<file path="src/rtl/kyber_bram_dma.sv">
// BRAM-to-core DMA sequencer: streams rd_len words into the core, starts it, then
// stores wr_len result words back to the output BRAM.
module kyber_bram_dma #(
    parameter int DATA_W = 128,
    parameter int ADDR_W = 8,
    parameter int CNT_W  = 8,
    parameter int RD_LAT = 1,
    parameter int TO_CYC = 0
) (
    input  logic                  reg_clk,
    input  logic                  reg_rst,
    input  logic                  start,
    input  logic                  abort,
    input  logic [ADDR_W-1:0]     rd_base,
    input  logic [CNT_W-1:0]      rd_len,
    input  logic [ADDR_W-1:0]     wr_base,
    input  logic [CNT_W-1:0]      wr_len,
    output logic                  busy,
    output logic                  done,
    output logic                  err,
    output logic [ADDR_W-1:0]     in_addr,
    output logic                  in_en,
    input  logic [DATA_W-1:0]     in_rddata,
    output logic                  ld_valid,
    output logic [CNT_W-1:0]      ld_idx,
    output logic [DATA_W-1:0]     ld_data,
    output logic                  core_start,
    input  logic                  core_finish,
    output logic [CNT_W-1:0]      st_idx,
    input  logic [DATA_W-1:0]     st_data,
    output logic [ADDR_W-1:0]     out_addr,
    output logic                  out_en,
    output logic [DATA_W/8-1:0]   out_we,
    output logic [DATA_W-1:0]     out_wrdata
);

    localparam int WD_W = (TO_CYC > 1) ? $clog2(TO_CYC) : 1;
    localparam logic [WD_W-1:0] WD_LIM = WD_W'((TO_CYC > 0) ? TO_CYC - 1 : 0);

    typedef enum logic [2:0] {IDLE, READ, DRAIN, PROC, WRITE, FIN} state_t;
    state_t state, state_nx;

    logic [ADDR_W-1:0] rd_base_r, wr_base_r;
    logic [CNT_W-1:0]  rd_len_r, wr_len_r;
    logic [CNT_W-1:0]  k_cnt, j_cnt;
    logic [WD_W-1:0]   wd_cnt;
    logic [RD_LAT-1:0] vpipe;
    logic [CNT_W-1:0]  ipipe [RD_LAT];
    logic              wd_expire;

    assign wd_expire = (TO_CYC != 0) && (wd_cnt == WD_LIM);
    assign busy      = (state != IDLE);
    assign done      = (state == FIN) && !abort;
    assign st_idx    = j_cnt;
    assign ld_valid  = vpipe[RD_LAT-1];
    assign ld_idx    = ipipe[RD_LAT-1];
    assign ld_data   = ld_valid ? in_rddata : '0;

    always_ff @(posedge reg_clk) begin
        if (reg_rst) state <= IDLE;
        else         state <= state_nx;
    end

    always_comb begin
        state_nx = state;
        case (state)
            IDLE:  if (start) state_nx = (rd_len == '0) ? DRAIN : READ;
            READ:  if (k_cnt == rd_len_r - CNT_W'(1)) state_nx = DRAIN;
            DRAIN: if (vpipe == '0) state_nx = PROC;
            PROC: begin
                if (core_finish)    state_nx = (wr_len_r == '0) ? FIN : WRITE;
                else if (wd_expire) state_nx = IDLE;
            end
            WRITE: if (j_cnt == wr_len_r - CNT_W'(1)) state_nx = FIN;
            FIN:   state_nx = IDLE;
            default: state_nx = IDLE;
        endcase
        if (abort && state != IDLE) state_nx = IDLE;
    end

    always_ff @(posedge reg_clk) begin
        if (reg_rst) begin
            rd_base_r  <= '0;
            wr_base_r  <= '0;
            rd_len_r   <= '0;
            wr_len_r   <= '0;
            k_cnt      <= '0;
            j_cnt      <= '0;
            wd_cnt     <= '0;
            vpipe      <= '0;
            for (int unsigned i = 0; i < RD_LAT; i++) ipipe[i] <= '0;
            err        <= 1'b0;
            in_en      <= 1'b0;
            in_addr    <= '0;
            core_start <= 1'b0;
            out_en     <= 1'b0;
            out_we     <= '0;
            out_addr   <= '0;
            out_wrdata <= '0;
        end else begin
            in_en      <= 1'b0;
            out_en     <= 1'b0;
            out_we     <= '0;
            core_start <= 1'b0;
            // Each issue's valid/index travels alongside the BRAM's own read latency.
            vpipe[0]   <= in_en;
            ipipe[0]   <= k_cnt;
            for (int unsigned i = 1; i < RD_LAT; i++) begin
                vpipe[i] <= vpipe[i-1];
                ipipe[i] <= ipipe[i-1];
            end
            case (state)
                IDLE: if (start) begin
                    rd_base_r <= rd_base;
                    rd_len_r  <= rd_len;
                    wr_base_r <= wr_base;
                    wr_len_r  <= wr_len;
                    err       <= 1'b0;
                    k_cnt     <= '0;
                    j_cnt     <= '0;
                    if (rd_len != '0) begin
                        in_en   <= 1'b1;
                        in_addr <= rd_base;
                    end
                end
                READ: if (state_nx == READ) begin
                    k_cnt   <= k_cnt + CNT_W'(1);
                    in_en   <= 1'b1;
                    in_addr <= rd_base_r + ADDR_W'(k_cnt + CNT_W'(1));
                end
                DRAIN: if (state_nx == PROC) begin
                    core_start <= 1'b1;
                    wd_cnt     <= '0;
                end
                PROC: begin
                    wd_cnt <= wd_cnt + WD_W'(1);
                    if (state_nx == IDLE) err <= 1'b1;
                end
                WRITE: begin
                    out_en     <= 1'b1;
                    out_we     <= '1;
                    out_addr   <= wr_base_r + ADDR_W'(j_cnt);
                    out_wrdata <= st_data;
                    j_cnt      <= (state_nx == WRITE) ? j_cnt + CNT_W'(1) : '0;
                end
                default: ;
            endcase
            if (abort && state != IDLE) begin
                in_en      <= 1'b0;
                out_en     <= 1'b0;
                out_we     <= '0;
                core_start <= 1'b0;
                vpipe      <= '0;
                j_cnt      <= '0;
                err        <= 1'b1;
            end
        end
    end

endmodule

</file>
<file path="config.mk">
export PLATFORM = sky130hd
export DESIGN_NAME = kyber_bram_dma
export DESIGN_NICKNAME = d
export VERILOG_FILES = /design/src/rtl/kyber_bram_dma.sv
export SDC_FILE = /design/constraint.sdc
export NUM_CORES = 1
export LEC_CHECK = 0
export CAP_MARGIN = 20
export CORE_AREA = 8 8 231 233
export DETAILED_ROUTE_END_ITERATION = 7
export DIE_AREA = 0 0 239 241
export MAX_ROUTING_LAYER = met4
export PLACE_DENSITY = 0.53
export SLEW_MARGIN = 40
export SYNTH_ARGS = -nofsm -noshare
export SYNTH_HDL_FRONTEND = slang
export SYNTH_SLANG_ARGS = --single-unit
export TNS_END_PERCENT = 5
</file>
<file path="constraint.sdc">
create_clock -name reg_clk -period 2.85 [get_ports reg_clk]
set_input_delay 0.4275 -clock reg_clk [delete_from_list [all_inputs] [get_ports reg_clk]]
set_output_delay 0.4275 -clock reg_clk [all_outputs]
set_load 0.01 [all_outputs]
</file>
# Word-level counts from Yosys, hierarchy flattened

Memory sizes are Yosys's and may differ from the RTL's.
Index checks and enable logic that the tools add are counted.

Logic and storage cells: 94
Bits in writable memories: 8
Output and inout port bits: 311
Memories kept: 1
Flip-flop bits (word level): 216
Bits of input ports: 293

Bitwise gates (word level): 1
Mux-type cells: 35
Add/subtract/negate cells: 6
Equal/unequal tests: 15
Reductions and logical operators: 20

Memory list:

| memory | depth | bits a word | read ports | clocked after memory_dff | wr ports | line | source |
|---|---|---|---|---|---|---|---|
| ipipe  | 1     | 8           | 1          | 0                        | 1        | 48   | `logic [CNT_W-1:0] ipipe [RD_LAT];` |

Operators with widths:

| kind                                             | count |
|---|---|
| two-way mux 128 bit                              | 1 |
| two-way mux 8 bit                                | 7 |
| one-hot mux 8 bit (2 select lines)               | 3 |
| two-way mux 3 bit                                | 6 |
| adder 8 x 1 -> 8 bit, second input constant      | 2 |
| adder 8 bit                                      | 2 |
| == test 8 bit                                    | 2 |
| logical NOT 8 bit                                | 2 |
| two-way mux 16 bit                               | 1 |
| subtractor 8 x 1 -> 8 bit, second input constant | 2 |
| one-hot mux 3 bit (5 select lines)               | 1 |
| two-way mux 1 bit                                | 13 |
| == test 3 x 2 -> 1 bit, second input constant    | 3 |
| == test 3 bit, second input constant             | 3 |
| nonzero test 8 bit                               | 1 |
| OR reduction 8 bit                               | 1 |
| == test 3 x 1 -> 1 bit, second input constant    | 2 |
| logical NOT 3 bit                                | 2 |
| != test 2 bit, second input constant             | 3 |
| != test 3 bit, second input constant             | 2 |
| AND reduction 3 bit                              | 2 |
| nonzero test 3 bit                               | 2 |
| one-hot mux 1 bit (2 select lines)               | 2 |
| AND reduction 2 bit                              | 2 |
| other kinds (8)                                  | 10 |

# Longest topological paths before layout

Depth after elaboration: 9
Depth in mapped cells: 11
Gate-level depth less buffers: 11

# Worst setup path after synthesis

Ideal clock, no wire load.

Kind: register -> register
Start point: register rd_len_r[0]
End point: register in_addr[0]
Required time: 2.729 ns
Arrival time: 2.325 ns
Setup time: 0.121 ns
Slack: 0.404 ns
Clock period less this slack: 2.446 ns
Path buffers: 1
Stages on the path, launching flop included: 12
Cells stage by stage: dfxtp_1 inv_1 ha_1 xor2_1 nor2_1 a211oi_1 a2111oi_1 or3_1 buf_2 o21ai_2 nand3_4 mux2_2

Word-level cells in the longest chain between the ends: 8

RTL lines:

| what                               | line | source |
|---|---|---|
| start, declared                    | 44   | `logic [CNT_W-1:0] rd_len_r, wr_len_r;` |
| start signal, assigned             | 115  | `rd_len_r <= rd_len;` |
| subtractor 8 x 1 -> 8 bit          | 68   | `READ: if (k_cnt == rd_len_r - CNT_W'(1)) state_nx = DRAIN;` |
| == test 8 bit                      | 68   |  |
| two-way mux 3 bit                  | 68   |  |
| one-hot mux 3 bit (5 select lines) | 66   | `case (state)` |
| two-way mux 3 bit                  | 78   | `if (abort && state != IDLE) state_nx = IDLE;` |
| == test 3 x 1 -> 1 bit             | 126  | `READ: if (state_nx == READ) begin` |
| != test 2 bit (no line)            | -    |  |
| AND reduction 4 bit (no line)      | -    |  |
| end signal, assigned               | 123  | `in_addr <= rd_base;` |
| end signal, assigned               | 129  | `in_addr <= rd_base_r + ADDR_W'(k_cnt + CNT_W'(1));` |
| end, declared                      | 21   | `output logic [ADDR_W-1:0] in_addr,` |

Every way passes these cells.
A chain may end at the register's enable or synchronous reset.

# Final worst setup path

Start point: register vpipe (netlist: ld_valid)
End point: output port ld_data[72]

Word-level cells in the longest chain between the ends: 1

RTL lines:

| what                            | line | source |
|---|---|---|
| start, declared                 | 47   | `logic [RD_LAT-1:0] vpipe;` |
| start signal, assigned by index | 109  | `vpipe[i] <= vpipe[i-1];` |
| two-way mux 128 bit             | 57   | `assign ld_data = ld_valid ? in_rddata : '0;` |
| end, declared                   | 26   | `output logic [DATA_W-1:0] ld_data,` |

Every way passes these cells.

==> out/qor.yml <==
run_status:
  outcome: "complete, no violations"
global_routing:
  antenna_found_initial: 8
  grt_pass1_vias: 10500
  gr-usage-all-layers: 0.1598
  overflow: 0
  grt_max_degree: 109
  grt_pass1_wl_mm: 68.24
drt:
  drtIter0Drc: 370
  dr_total_vias: 10340
  wl_per_cell_um: 19.47
  drcViolationCount: 0
  wl_mm: 48.38
  drt.antenna.violating_nets: 0
  post_drt_via_cell_ratio: 4.159
  first_pass_iters: 4
clocking:
  cts_root_buf: "clkbuf_16"
  cts_tree: "yes"
  cts_buffers: 25
  cts_max_level: 1
  path_clk_slew_ns: 0.06
  clk_latency_ns: 0.55
  cts_buffer_depth: 3
  clock_sinks: 208
sta:
  setup_violations: 0
  period_share: 0.9350
  finClkSkew_ns: 0.01879
  slew_violations: 0
  rsz0062_at_grt: "no"
  period_needed_ns: 2.665
  slew-limit-headroom: 0.4716
  hold_viol: 0
  worstMarginPinSlew_ns: 0.7926
  fmax_mhz: 375.3
  hold_slack_ns: 0.3005
yosys:
  synth-edff-count: 0
  syn_inst: 1233
  synth_area_um2: 9494
  avgSynthCellArea_um2: 7.700
  synth-seq-area-share: 0.4386
  ys_types: 55
  synth_nets: 1546
  async_flop_share: 0
  synth.ff_latch_count: 208
  synth_flop_cell: "dfxtp_1"
  ys_warn_count: 0
die:
  die_w_um: 239
  num_rows: 82
  dieHeight_um: 241
  io_pins: 604
  initial_utilization: 0.1912
  dieArea_um2: 57600
  core_area_um2: 49660
hold_path:
  hp-start: "reg_rst"
  hold_class: "in2reg"
placed_design:
  port_buffers: 603
  place_hpwl_mm: 38.48
  dp.cells: 2434
  gp_congestion: 0.8327
setup_path:
  crit_path_max_fanout: 52
  critical_path_class: "reg2out"
  arrival_ns: 2.24
  crit_start: "ld_valid"
  worst_setup_path_end_kind: "output port"
  reg2reg_from: "wr_len_r[0]"
  crit_required_ns: 2.42
  start_kind: "register"
finish:
  nets: 2102
  final_core_util: 0.3446
  area_growth_pct: 80.26
  top_register: "out_wrdata"
  drive_above_1_share: 0.04925
  layout.cells.non_filler: 2485
  largest_reg_flops: 128
run:
  max_cap_violations: 0
power_and_ir_drop:
  power_density_nw_per_um2: 433.2
  p_leak_nw: 6.148
  irDropWorstVdd_mv: 0.5126
critical path, cell delays in order (launching register included):
cell,delay (ns)
dfxtp_4,0.59
buf_12,0.25
and2_1,0.15
clkdlybuf4s50_1,0.68
placed cells by master, fill, tap and decap left out, types with 18 or more instances in the layout:
cell             Yosys  layout
and2_1             131     130
a21oi_1            189     189
clkbuf_16            0      25
xnor2_1             21      21
dfxtp_1            208     207
buf_4               16      21
nand2_1            356     355
nor2b_1             21      21
clkdlybuf4s50_1      0     601
nor2_1              36      36
ha_1                18      18
logic make-up (layout without fill, tap and decap cells):
kind of cell	count (synthesis)	count (layout)	share of synthesized area
AOI/OAI and AO/OA	242	242	0.1418
xor gates and xnor gates	36	36	0.03321
adders and majority gates	20	20	0.02794
buffers and inverters	116	690	0.05232
DFF	208	208	0.4386
muxes	10	10	0.01133
other	0	6	0
and+or+nand+nor	601	601	0.2948
synth_stat cells (2+ instances only):
library cell | number | share of area
fa_1 | 2 | 0.0042
nor2b_1 | 21 | 0.014
or4_1 | 2 | 0.0016
buf_4 | 16 | 0.013
buf_1 | 4 | 0.0016
a211o_1 | 3 | 0.0028
or3_1 | 2 | 0.0013
and3_1 | 9 | 0.0059
nor3_1 | 12 | 0.0063
o21bai_1 | 4 | 0.0032
o31a_1 | 2 | 0.0018
mux2i_1 | 4 | 0.0042
nand2b_1 | 9 | 0.0059
a31oi_1 | 8 | 0.0053
nor2_1 | 36 | 0.014
a21o_1 | 6 | 0.0047
inv_1 | 16 | 0.0063
xnor2_1 | 21 | 0.019
dfxtp_1 | 208 | 0.44
clkbuf_1 | 79 | 0.031
nand3_1 | 7 | 0.0037
a21oi_1 | 189 | 0.10
and2_1 | 131 | 0.086
o211a_1 | 2 | 0.0021
mux2_2 | 6 | 0.0071
a211oi_1 | 3 | 0.0024
xor2_1 | 15 | 0.014
nand4_1 | 3 | 0.0020
o21ai_0 | 6 | 0.0032
nand4b_1 | 2 | 0.0018
o21a_1 | 2 | 0.0016
nor4b_1 | 2 | 0.0018
nand3b_1 | 2 | 0.0016
ha_1 | 18 | 0.024
a31o_2 | 6 | 0.0055
nand2_1 | 356 | 0.14
cell type report:
type | count | area (µm²)
clock buffer | 37 | 750.7
clock inverter | 8 | 135.1
sequential | 208 | 4168
timing repair buffer | 629 | 6296
inverter | 16 | 60.06
antenna | 6 | 15.01
fill | 5312 | 32540
tap | 672 | 840.8
multi-input combinational | 909 | 4848
power by group:
group	switching [mW]	internal (mW)
registers	0.0487	2.95
logic	0.389	0.616
clock network	1.31	2.10
metrics by stage:
step,setup WS (ns),power (mW),area [µm²],setup TNS (ns)
4_1_cts,0.07425,7.567,17090,0
2_1_floorplan,0.4042,3.398,9494,0
6_report,0.1852,7.415,17110,0
3_3_place_gp,-0.1091,4.071,16200,-0.7581
5_1_grt,0.02152,7.753,17110,0
3_5_place_dp,-0.06958,4.083,16200,-0.3697
layer usage:
layer | wire, µm | track usage
met2 | 25360 | 0.2939
met5 | 0 | -
met4 | 1482 | 0.05178
met1 | 17350 | 0.1581
met3 | 4186 | 0.05320
final timing paths:
check                end  slack [ns]  depth (start not counted)
max          ld_data[72]        0.19                          3
min             k_cnt[7]        0.30                          2
max reg2reg   in_addr[4]        0.21                          8
min reg2reg     ld_valid        0.43                          2
timing repair:
item                                    in CTS  in global routing
gates resized for setup                      0                  2
buffers inserted                             0                  0
hold buffers                                 0                  0
endpoints found under the setup margin       0                 11
No activity file was read; power rests on OpenSTA's default activity.
